==> src/rtl/flog_param_top.sv <==
// Floating-point log2 / ln / log10 with configurable exponent and fraction widths.
// Iterative squaring mantissa log, fixed-to-float normalise, constant scale, RNE round.
module flog_param_top #(
  parameter int EXP_WIDTH   = 8,
  parameter int FRACT_WIDTH = 7,
  parameter int GUARD       = 3,
  parameter int BIAS        = 2**(EXP_WIDTH-1)-1
) (
  input  logic                   clk,
  input  logic                   rst,
  input  logic                   sign,
  input  logic [EXP_WIDTH-1:0]   exponent,
  input  logic [FRACT_WIDTH-1:0] fractional,
  input  logic [1:0]             mode_i,
  input  logic                   valid_i,
  output logic                   ready_o,
  output logic                   s_res_o,
  output logic [EXP_WIDTH-1:0]   e_res_o,
  output logic [FRACT_WIDTH-1:0] f_res_o,
  output logic [2:0]             flags_o,
  output logic                   valid_o,
  input  logic                   ready_i
);

  localparam int L     = FRACT_WIDTH + GUARD;
  localparam int W     = EXP_WIDTH + 1 + L;
  localparam int CW    = L + 2;
  localparam int PW    = W + CW;
  localparam int CNT_W = $clog2(L + 1);
  localparam int POS_W = $clog2(W);

  // ln2 and log10(2) as 32-bit binary fractions, truncated to CW bits below
  localparam logic [31:0]   LN2_K     = 32'hB172_17F7;
  localparam logic [31:0]   LOG10_2_K = 32'h4D10_4D42;
  localparam logic [CW-1:0] C_LN2     = CW'(LN2_K >> (32 - CW));
  // log10(2) is held doubled so both constants lie in [0.5,1); the exponent absorbs the extra 1
  localparam logic [CW-1:0] C_LOG10   = CW'((LOG10_2_K >> (32 - CW)) << 1);

  typedef enum logic [2:0] {
    S_IDLE, S_CHECK, S_ITER, S_NORM, S_SCALE, S_ROUND, S_OUT
  } state_t;

  state_t r_state, w_next;

  logic                   r_sign;
  logic [EXP_WIDTH-1:0]   r_exp;
  logic [FRACT_WIDTH-1:0] r_frac;
  logic [1:0]             r_mode;
  logic [L:0]             r_y;
  logic [L-1:0]           r_flog;
  logic [CNT_W-1:0]       r_cnt;
  logic                   r_neg;
  logic                   r_zero;
  logic                   r_sticky;
  logic [W-1:0]           r_mant;
  logic [EXP_WIDTH-1:0]   r_eres;
  logic                   r_s_res;
  logic [EXP_WIDTH-1:0]   r_e_res;
  logic [FRACT_WIDTH-1:0] r_f_res;
  logic [2:0]             r_flags;
  logic                   r_valid;

  logic                   w_accept;
  logic                   w_snan, w_qnan, w_zero, w_special;
  logic                   w_sp_s;
  logic [EXP_WIDTH-1:0]   w_sp_e;
  logic [FRACT_WIDTH-1:0] w_sp_f;
  logic [2:0]             w_sp_flags;
  logic [2*L+1:0]         w_sq;
  logic [L+1:0]           w_y2;
  logic                   w_bit;
  logic [L:0]             w_ynext;
  logic [EXP_WIDTH:0]     w_eunb;
  logic signed [W-1:0]    w_v;
  logic [W-1:0]           w_mag;
  logic [POS_W-1:0]       w_pos;
  logic [W-1:0]           w_norm;
  logic [EXP_WIDTH-1:0]   w_enorm;
  logic                   w_do_scale;
  logic [CW-1:0]          w_const;
  logic [PW-1:0]          w_prod;
  logic [W-1:0]           w_smant;
  logic                   w_slost;
  logic [EXP_WIDTH-1:0]   w_sadj;
  logic [EXP_WIDTH+FRACT_WIDTH:0] w_rnd;

  // Round-to-nearest-even of the fraction below the hidden one; returns {nx, exp, frac}
  function automatic logic [EXP_WIDTH+FRACT_WIDTH:0] round_rne(
    input logic [W-2:0]         frac_in,
    input logic [EXP_WIDTH-1:0] e_in,
    input logic                 sticky_in
  );
    logic [FRACT_WIDTH-1:0] kept;
    logic                   g, s, up;
    logic [FRACT_WIDTH:0]   sum;
    logic [EXP_WIDTH-1:0]   e_out;
    kept  = frac_in[W-2 -: FRACT_WIDTH];
    g     = frac_in[W-2-FRACT_WIDTH];
    s     = (|frac_in[W-3-FRACT_WIDTH:0]) | sticky_in;
    up    = g & (s | kept[0]);
    sum   = {1'b0, kept} + {{FRACT_WIDTH{1'b0}}, up};
    e_out = e_in + {{(EXP_WIDTH-1){1'b0}}, sum[FRACT_WIDTH]};
    return {g | s, e_out, sum[FRACT_WIDTH-1:0]};
  endfunction

  assign w_accept = valid_i && ready_o;

  // Operand classification and special-case results
  always_comb begin
    w_snan     = (&r_exp) && !r_frac[FRACT_WIDTH-1] && (|r_frac);
    w_qnan     = (&r_exp) && r_frac[FRACT_WIDTH-1];
    w_zero     = ~|r_exp;
    w_special  = (&r_exp) || w_zero || r_sign;
    w_sp_s     = 1'b0;
    w_sp_e     = '1;
    w_sp_f     = '0;
    w_sp_flags = 3'b000;
    if (w_snan) begin
      w_sp_f     = {1'b1, {(FRACT_WIDTH-1){1'b0}}};
      w_sp_flags = 3'b100;
    end else if (w_qnan) begin
      w_sp_f     = {1'b1, {(FRACT_WIDTH-1){1'b0}}};
    end else if (w_zero) begin
      w_sp_s     = 1'b1;
      w_sp_flags = 3'b010;
    end else if (r_sign) begin
      w_sp_f     = {1'b1, {(FRACT_WIDTH-1){1'b0}}};
      w_sp_flags = 3'b100;
    end
  end

  // ITER: one squaring per cycle, the integer carry of y*y is the next log bit
  always_comb begin
    w_sq    = (2*L+2)'(r_y) * (2*L+2)'(r_y);
    w_y2    = (L+2)'(w_sq >> L);
    w_bit   = w_y2[L+1];
    w_ynext = w_bit ? w_y2[L+1:1] : w_y2[L:0];
  end

  // NORM: signed fixed-point log to sign/magnitude, then leading-one normalise
  always_comb begin
    w_eunb  = {1'b0, r_exp} - (EXP_WIDTH+1)'(BIAS);
    w_v     = {w_eunb, r_flog};
    w_mag   = w_v[W-1] ? (~w_v + W'(1)) : w_v;
    w_pos   = '0;
    for (int i = 0; i < W; i++) begin
      if (w_mag[i]) w_pos = POS_W'(i);
    end
    w_norm  = w_mag << (POS_W'(W-1) - w_pos);
    w_enorm = EXP_WIDTH'(BIAS - L) + EXP_WIDTH'(w_pos);
  end

  // SCALE: product lies in [0.5,2), so at most one renormalising shift
  always_comb begin
    w_do_scale = (r_mode == 2'b01) || (r_mode == 2'b10);
    w_const    = (r_mode == 2'b01) ? C_LN2 : C_LOG10;
    w_prod     = PW'(r_mant) * PW'(w_const);
    w_smant    = w_prod[PW-1] ? w_prod[PW-1 -: W] : w_prod[PW-2 -: W];
    w_slost    = w_prod[PW-1] ? (|w_prod[CW-1:0]) : (|w_prod[CW-2:0]);
    w_sadj     = EXP_WIDTH'({(r_mode == 2'b10), !w_prod[PW-1]} == 2'b11 ? 2 :
                            ((r_mode == 2'b10) || !w_prod[PW-1]) ? 1 : 0);
  end

  assign w_rnd = round_rne(r_mant[W-2:0], r_eres, r_sticky);

  always_ff @(posedge clk or negedge rst) begin
    if (!rst) r_state <= S_IDLE;
    else      r_state <= w_next;
  end

  always_comb begin
    w_next = r_state;
    case (r_state)
      S_IDLE:  if (w_accept) w_next = S_CHECK;
      S_CHECK: w_next = w_special ? S_OUT : S_ITER;
      S_ITER:  if (r_cnt == CNT_W'(L-1)) w_next = S_NORM;
      S_NORM:  w_next = S_SCALE;
      S_SCALE: w_next = S_ROUND;
      S_ROUND: w_next = S_OUT;
      S_OUT:   if (r_valid && ready_i) w_next = S_IDLE;
      default: w_next = S_IDLE;
    endcase
  end

  always_comb begin
    ready_o = rst && (r_state == S_IDLE);
    valid_o = r_valid;
    s_res_o = r_s_res;
    e_res_o = r_e_res;
    f_res_o = r_f_res;
    flags_o = r_flags;
  end

  // Control, iteration counter and result registers
  always_ff @(posedge clk or negedge rst) begin
    if (!rst) begin
      r_cnt   <= '0;
      r_valid <= 1'b0;
      r_s_res <= 1'b0;
      r_e_res <= '0;
      r_f_res <= '0;
      r_flags <= '0;
    end else begin
      r_valid <= (r_state == S_OUT) && !(r_valid && ready_i);
      case (r_state)
        S_IDLE: if (w_accept) r_flags <= '0;
        S_CHECK: begin
          r_cnt <= '0;
          if (w_special) begin
            r_s_res <= w_sp_s;
            r_e_res <= w_sp_e;
            r_f_res <= w_sp_f;
            r_flags <= w_sp_flags;
          end
        end
        S_ITER: r_cnt <= r_cnt + CNT_W'(1);
        S_ROUND: begin
          if (r_zero) begin
            r_s_res <= 1'b0;
            r_e_res <= '0;
            r_f_res <= '0;
            r_flags <= '0;
          end else begin
            r_s_res <= r_neg;
            r_e_res <= w_rnd[EXP_WIDTH+FRACT_WIDTH-1:FRACT_WIDTH];
            r_f_res <= w_rnd[FRACT_WIDTH-1:0];
            r_flags <= {2'b00, w_rnd[EXP_WIDTH+FRACT_WIDTH]};
          end
        end
        default: ;
      endcase
    end
  end

  // Datapath registers
  always_ff @(posedge clk) begin
    case (r_state)
      S_IDLE: begin
        if (w_accept) begin
          r_sign <= sign;
          r_exp  <= exponent;
          r_frac <= fractional;
          r_mode <= mode_i;
        end
      end
      S_CHECK: begin
        r_y    <= (L+1)'({1'b1, r_frac}) << GUARD;
        r_flog <= '0;
      end
      S_ITER: begin
        r_y    <= w_ynext;
        r_flog <= {r_flog[L-2:0], w_bit};
      end
      S_NORM: begin
        r_neg    <= w_v[W-1];
        r_zero   <= (w_mag == '0);
        r_mant   <= w_norm;
        r_eres   <= w_enorm;
        r_sticky <= 1'b0;
      end
      S_SCALE: begin
        if (w_do_scale) begin
          r_mant   <= w_smant;
          r_eres   <= r_eres - w_sadj;
          r_sticky <= w_slost;
        end
      end
      default: ;
    endcase
  end

endmodule

==> config.mk <==
export PLATFORM = sky130hd
export DESIGN_NAME = flog_param_top
export DESIGN_NICKNAME = d
export VERILOG_FILES = /design/src/rtl/flog_param_top.sv
export SDC_FILE = /design/constraint.sdc
export NUM_CORES = 1
export LEC_CHECK = 0
export ABC_CLOCK_PERIOD_IN_PS = 12600
export CAP_MARGIN = 40
export CELL_PAD_IN_SITES_DETAIL_PLACEMENT = 0
export CELL_PAD_IN_SITES_GLOBAL_PLACEMENT = 1
export CORE_UTILIZATION = 47
export DETAILED_ROUTE_END_ITERATION = 8
export GPL_TIMING_DRIVEN = 0
export PLACE_DENSITY = 0.78
export SYNTH_ARGS = -nofsm -noshare
export SYNTH_HDL_FRONTEND = slang
export SYNTH_SLANG_ARGS = --single-unit
==> constraint.sdc <==
create_clock -name clk -period 12.6 [get_ports clk]
set_clock_uncertainty 0.05 [all_clocks]
set_input_delay 3.78 -clock clk [delete_from_list [all_inputs] [get_ports clk]]
set_output_delay 3.78 -clock clk [all_outputs]
set_load 0.01 [all_outputs]
==> run_results.csv <==
group,metric,value,unit
grt,use_met3,1.73,%
synthesis,async_reset_ff_share,28.1,%
worst_setup_path,path_delay_family,"adder cells",
clocking,cts_hold_buf,0,
detailed_routing,antenna_left,0,
worst_setup_path,critPathMaxFanout,10,
grt,globalRouteMet1Util,31.5,%
run_status,status,"completed",
final_layout,fin_nets,2042,
synthesis,synth_mux_area_share,4.06,%
clocking,clock-sinks,96,
synthesis,synth_compound_area_share,12.9,%
worst_setup_path,r2r-end,"r_eres[7]",
detailed_routing,viasPerCell,5.43,
clocking,clockBufferDepth,2,
synthesis,yosysWarnings,0,
grt,grt_max_degree,31,
worst_setup_path,reg2reg_depth,31,
die,chipHeight,181,um
die,dieArea,32800,sq um
worst_setup_path,cpPeakStageDelay,0.58,ns
clocking,htreeDepth,3,
worst_hold_path,min_path_type,"register to register",
synthesis,synth_top_family_by_area,"adder cells",
final_layout,num_antenna_cells,0,
placement,place_area,16100,sq um
sta,setup_ws,3.02,ns
grt,grtUsageMet2,40.2,%
synthesis,yosys.area_share.simple,14.2,%
sta,tightest_slew,0.862,ns
die,die_w,181,um
sta,period_share,76.1,%
worst_setup_path,start_kind,"register",
detailed_routing,num_vias,11376,
sta,rsz0062_at_grt,"false",
die,initial_core_util,47.8,%
grt,grt_pass1_vias,11809,
final_layout,syn_to_final_growth,8.81,%
worst_setup_path,cp.required,12.61,ns
placement,gp_congestion,0.880,
placement,hpwl,30500,um
synthesis,postSynthCellCount,1612,
worst_setup_path,slowest_stage,"fa_1",
final_layout,n_fill_cell,3007,
worst_setup_path,worstSetupStartpoint,"r_mode[1]",
die,coreArea,31600,sq um
detailed_routing,routed_wl,36100,um
sta,fmax,104,MHz
worst_setup_path,path_buf_inv,9,
worst_setup_path,cp_common_cell,"inv_1",
sta,finalSetupViolations,0,
die,num_rows,65,
clocking,postCtsSetupRepairBufs,0,
detailed_routing,drt-initial-drc-count,547,
grt,grt_first_pass_wirelength,60500,um
clocking,ctsResizeCount,0,
sta,slew_headroom,42.1,%
synthesis,netlist_area,15100,sq um
run,cap_violations,0,
placement,dp_slack,3.03,ns
worst_setup_path,cp_num_cells,31,
synthesis,ys_seq_area_share,18.2,%
sta,whs,0.426,ns
final_layout,post-route-cell-area,16400,sq um
final_layout,drive_above_1_share,6.09,%
detailed_routing,route.detailed.drc,0,
clocking,cts_inserted_buffers,9,
worst_setup_path,critPathKind,"register to register",
sta,hold_viol_final,0,
grt,overflow,0,
placement,io_buffers,42,
sta,setup_tns,0,ns
worst_setup_path,r2r-start,"r_mode[1]",
worst_setup_path,arrival,9.59,ns
sta,period_needed,9.58,ns
synthesis,ys_ff_latch,96,
synthesis,synth-edff-count,69,
synthesis,synthesis.area_per_instance,9.36,sq um
clocking,clkTransAtPathRegs,0.07,ns
clocking,clk_latency,0.36,ns
detailed_routing,first_pass_iters,5,
synthesis,yosys.area_share.xor_xnor,5.51,%
sta,drv_slew,0,
synthesis,ys_types,91,
synthesis,synthFlopType,"edfxtp_1",
worst_setup_path,r2r_slack,3.02,ns
synthesis,synthAdderAreaFrac,36.0,%
die,ios,43,
grt,grt.busiest_layer,"met2",
clocking,cts_tree,"yes",
grt,track_usage,23.2,%
worst_setup_path,cp-endpoint,"r_eres[7]",
clocking,ctsRootBufferMaster,"clkbuf_16",
worst_setup_path,worst_setup_path_end_kind,"register",
grt,antenna_found_initial,0,
detailed_routing,wire_per_inst,17.3,um
-- worst min-delay path by stage --
| stage | depth (start not counted) | endpoint | startpoint |
|---|---|---|---|
| after CTS | 2 | flags_o[0] | flags_o[0] |
| after detailed placement | 1 | flags_o[1] | flags_o[1] |
| after global routing | 1 | flags_o[1] | flags_o[1] |
| after global placement | 1 | flags_o[1] | flags_o[1] |
| after floorplan | 1 | r_cnt[2] | r_cnt[2] |
| final | 2 | flags_o[0] | flags_o[0] |
-- cells in the mapped netlist (6+ instances only) --
cell | instances | area (sq um)
fa_1 | 169 | 3380
a21o_1 | 26 | 195
nand3_1 | 33 | 165
edfxtp_1 | 69 | 2070
nor4_1 | 7 | 43.8
buf_2 | 14 | 70.1
a21oi_1 | 51 | 255
or3_1 | 12 | 75.1
o21bai_1 | 7 | 52.6
or2_2 | 16 | 100
a211oi_1 | 9 | 67.6
nor2b_1 | 26 | 163
inv_1 | 276 | 1040
a22o_1 | 7 | 61.3
dfrtp_1 | 27 | 676
o311ai_0 | 6 | 52.6
mux2_2 | 10 | 113
o211ai_1 | 11 | 82.6
mux2i_1 | 26 | 260
clkbuf_1 | 48 | 180
and3_1 | 19 | 119
o21a_1 | 12 | 90.1
nor3_1 | 21 | 105
nand2b_1 | 15 | 93.8
nand2_1 | 104 | 390
ha_1 | 164 | 2050
o21ai_0 | 59 | 295
nor2_1 | 79 | 297
a31oi_1 | 13 | 81.3
and2_1 | 46 | 288
mux4_2 | 9 | 203
a221o_1 | 7 | 70.1
xnor2_1 | 71 | 622
xor2_1 | 24 | 210
o22ai_1 | 10 | 62.6
-- flip-flops by register name (all words and copies together), names as in the netlist, 2 cells and up --
name / cells
r_mant: 19
r_y: 11
r_flog: 10
e_res_o: 8
r_eres: 8
r_exp: 8
f_res_o: 7
r_frac: 7
r_cnt: 4
flags_o: 3
r_state: 3
r_mode: 2
-- cells in the final DEF (no fill, tap or decap), types with 7 or more instances in the layout --
| cell type | synthesis | layout |
|---|---|---|
| a211oi_1 | 9 | 9 |
| a21o_1 | 26 | 26 |
| a21oi_1 | 51 | 50 |
| a221o_1 | 7 | 7 |
| a22o_1 | 7 | 7 |
| a31oi_1 | 13 | 13 |
| and2_1 | 46 | 46 |
| and3_1 | 19 | 19 |
| buf_2 | 14 | 17 |
| clkbuf_1 | 48 | 48 |
| clkbuf_16 | 0 | 9 |
| clkdlybuf4s50_1 | 0 | 41 |
| conb_1 | 2 | 19 |
| dfrtp_1 | 27 | 27 |
| edfxtp_1 | 69 | 69 |
| fa_1 | 169 | 169 |
| ha_1 | 164 | 164 |
| inv_1 | 276 | 276 |
| mux2_2 | 10 | 10 |
| mux2i_1 | 26 | 26 |
| mux4_2 | 9 | 9 |
| nand2_1 | 104 | 104 |
| nand2b_1 | 15 | 15 |
| nand3_1 | 33 | 33 |
| nor2_1 | 79 | 79 |
| nor2b_1 | 26 | 26 |
| nor3_1 | 21 | 21 |
| nor4_1 | 7 | 7 |
| o211ai_1 | 11 | 11 |
| o21a_1 | 12 | 12 |
| o21ai_0 | 59 | 59 |
| o22ai_1 | 10 | 10 |
| or2_2 | 16 | 16 |
| or3_1 | 12 | 12 |
| xnor2_1 | 71 | 71 |
| xor2_1 | 24 | 24 |
-- layout make-up --
class	instances	area, sq um	share of cell area (%)
multi-input combinational	1188	11100	67.3
sequential	96	2750	16.7
buffer	68	314	1.91
inverter	277	1040	6.35
tap	402	503	3.06
timing repair buffer	47	467	2.84
clock inverter	7	63.8	0.389
clock buffer	9	225	1.37
-- metal layers --
metal | up-vias | share of wire [%]
met2 | 165 | 49
met5 | - | 0
met4 | 0 | 1.5
met3 | 32 | 2.3
li1 | 5546 | -
met1 | 5633 | 47
-- through the flow --
stage          util (%)  std cells
2_1_floorplan         -       1629
3_3_place_gp       51.0       2073
3_5_place_dp       51.1       2078
4_1_cts            52.1       2094
5_1_grt            52.1       2094
6_report           52.1       2094
-- worst min-delay path, delay by kind of cell, from the launching register on --
kind | cells | cell delay [ns]
DFF | 1 | 0.35
and+or+nand+nor | 2 | 0.10
-- cells by family after synthesis --
kind of cell             count (synthesis)
adder cells (fa/ha/maj)                333
multiplexers                            47
AND/OR/NAND/NOR                        412
other                                    2
buffers and inverters                  345
flip-flops                              96
XOR/XNOR                                95
AO/OA/AOI/OAI                          282
Power is left out: the tool's default activity adds up to more than one toggle a clock period on the data nets, which glitch-free logic cannot reach.
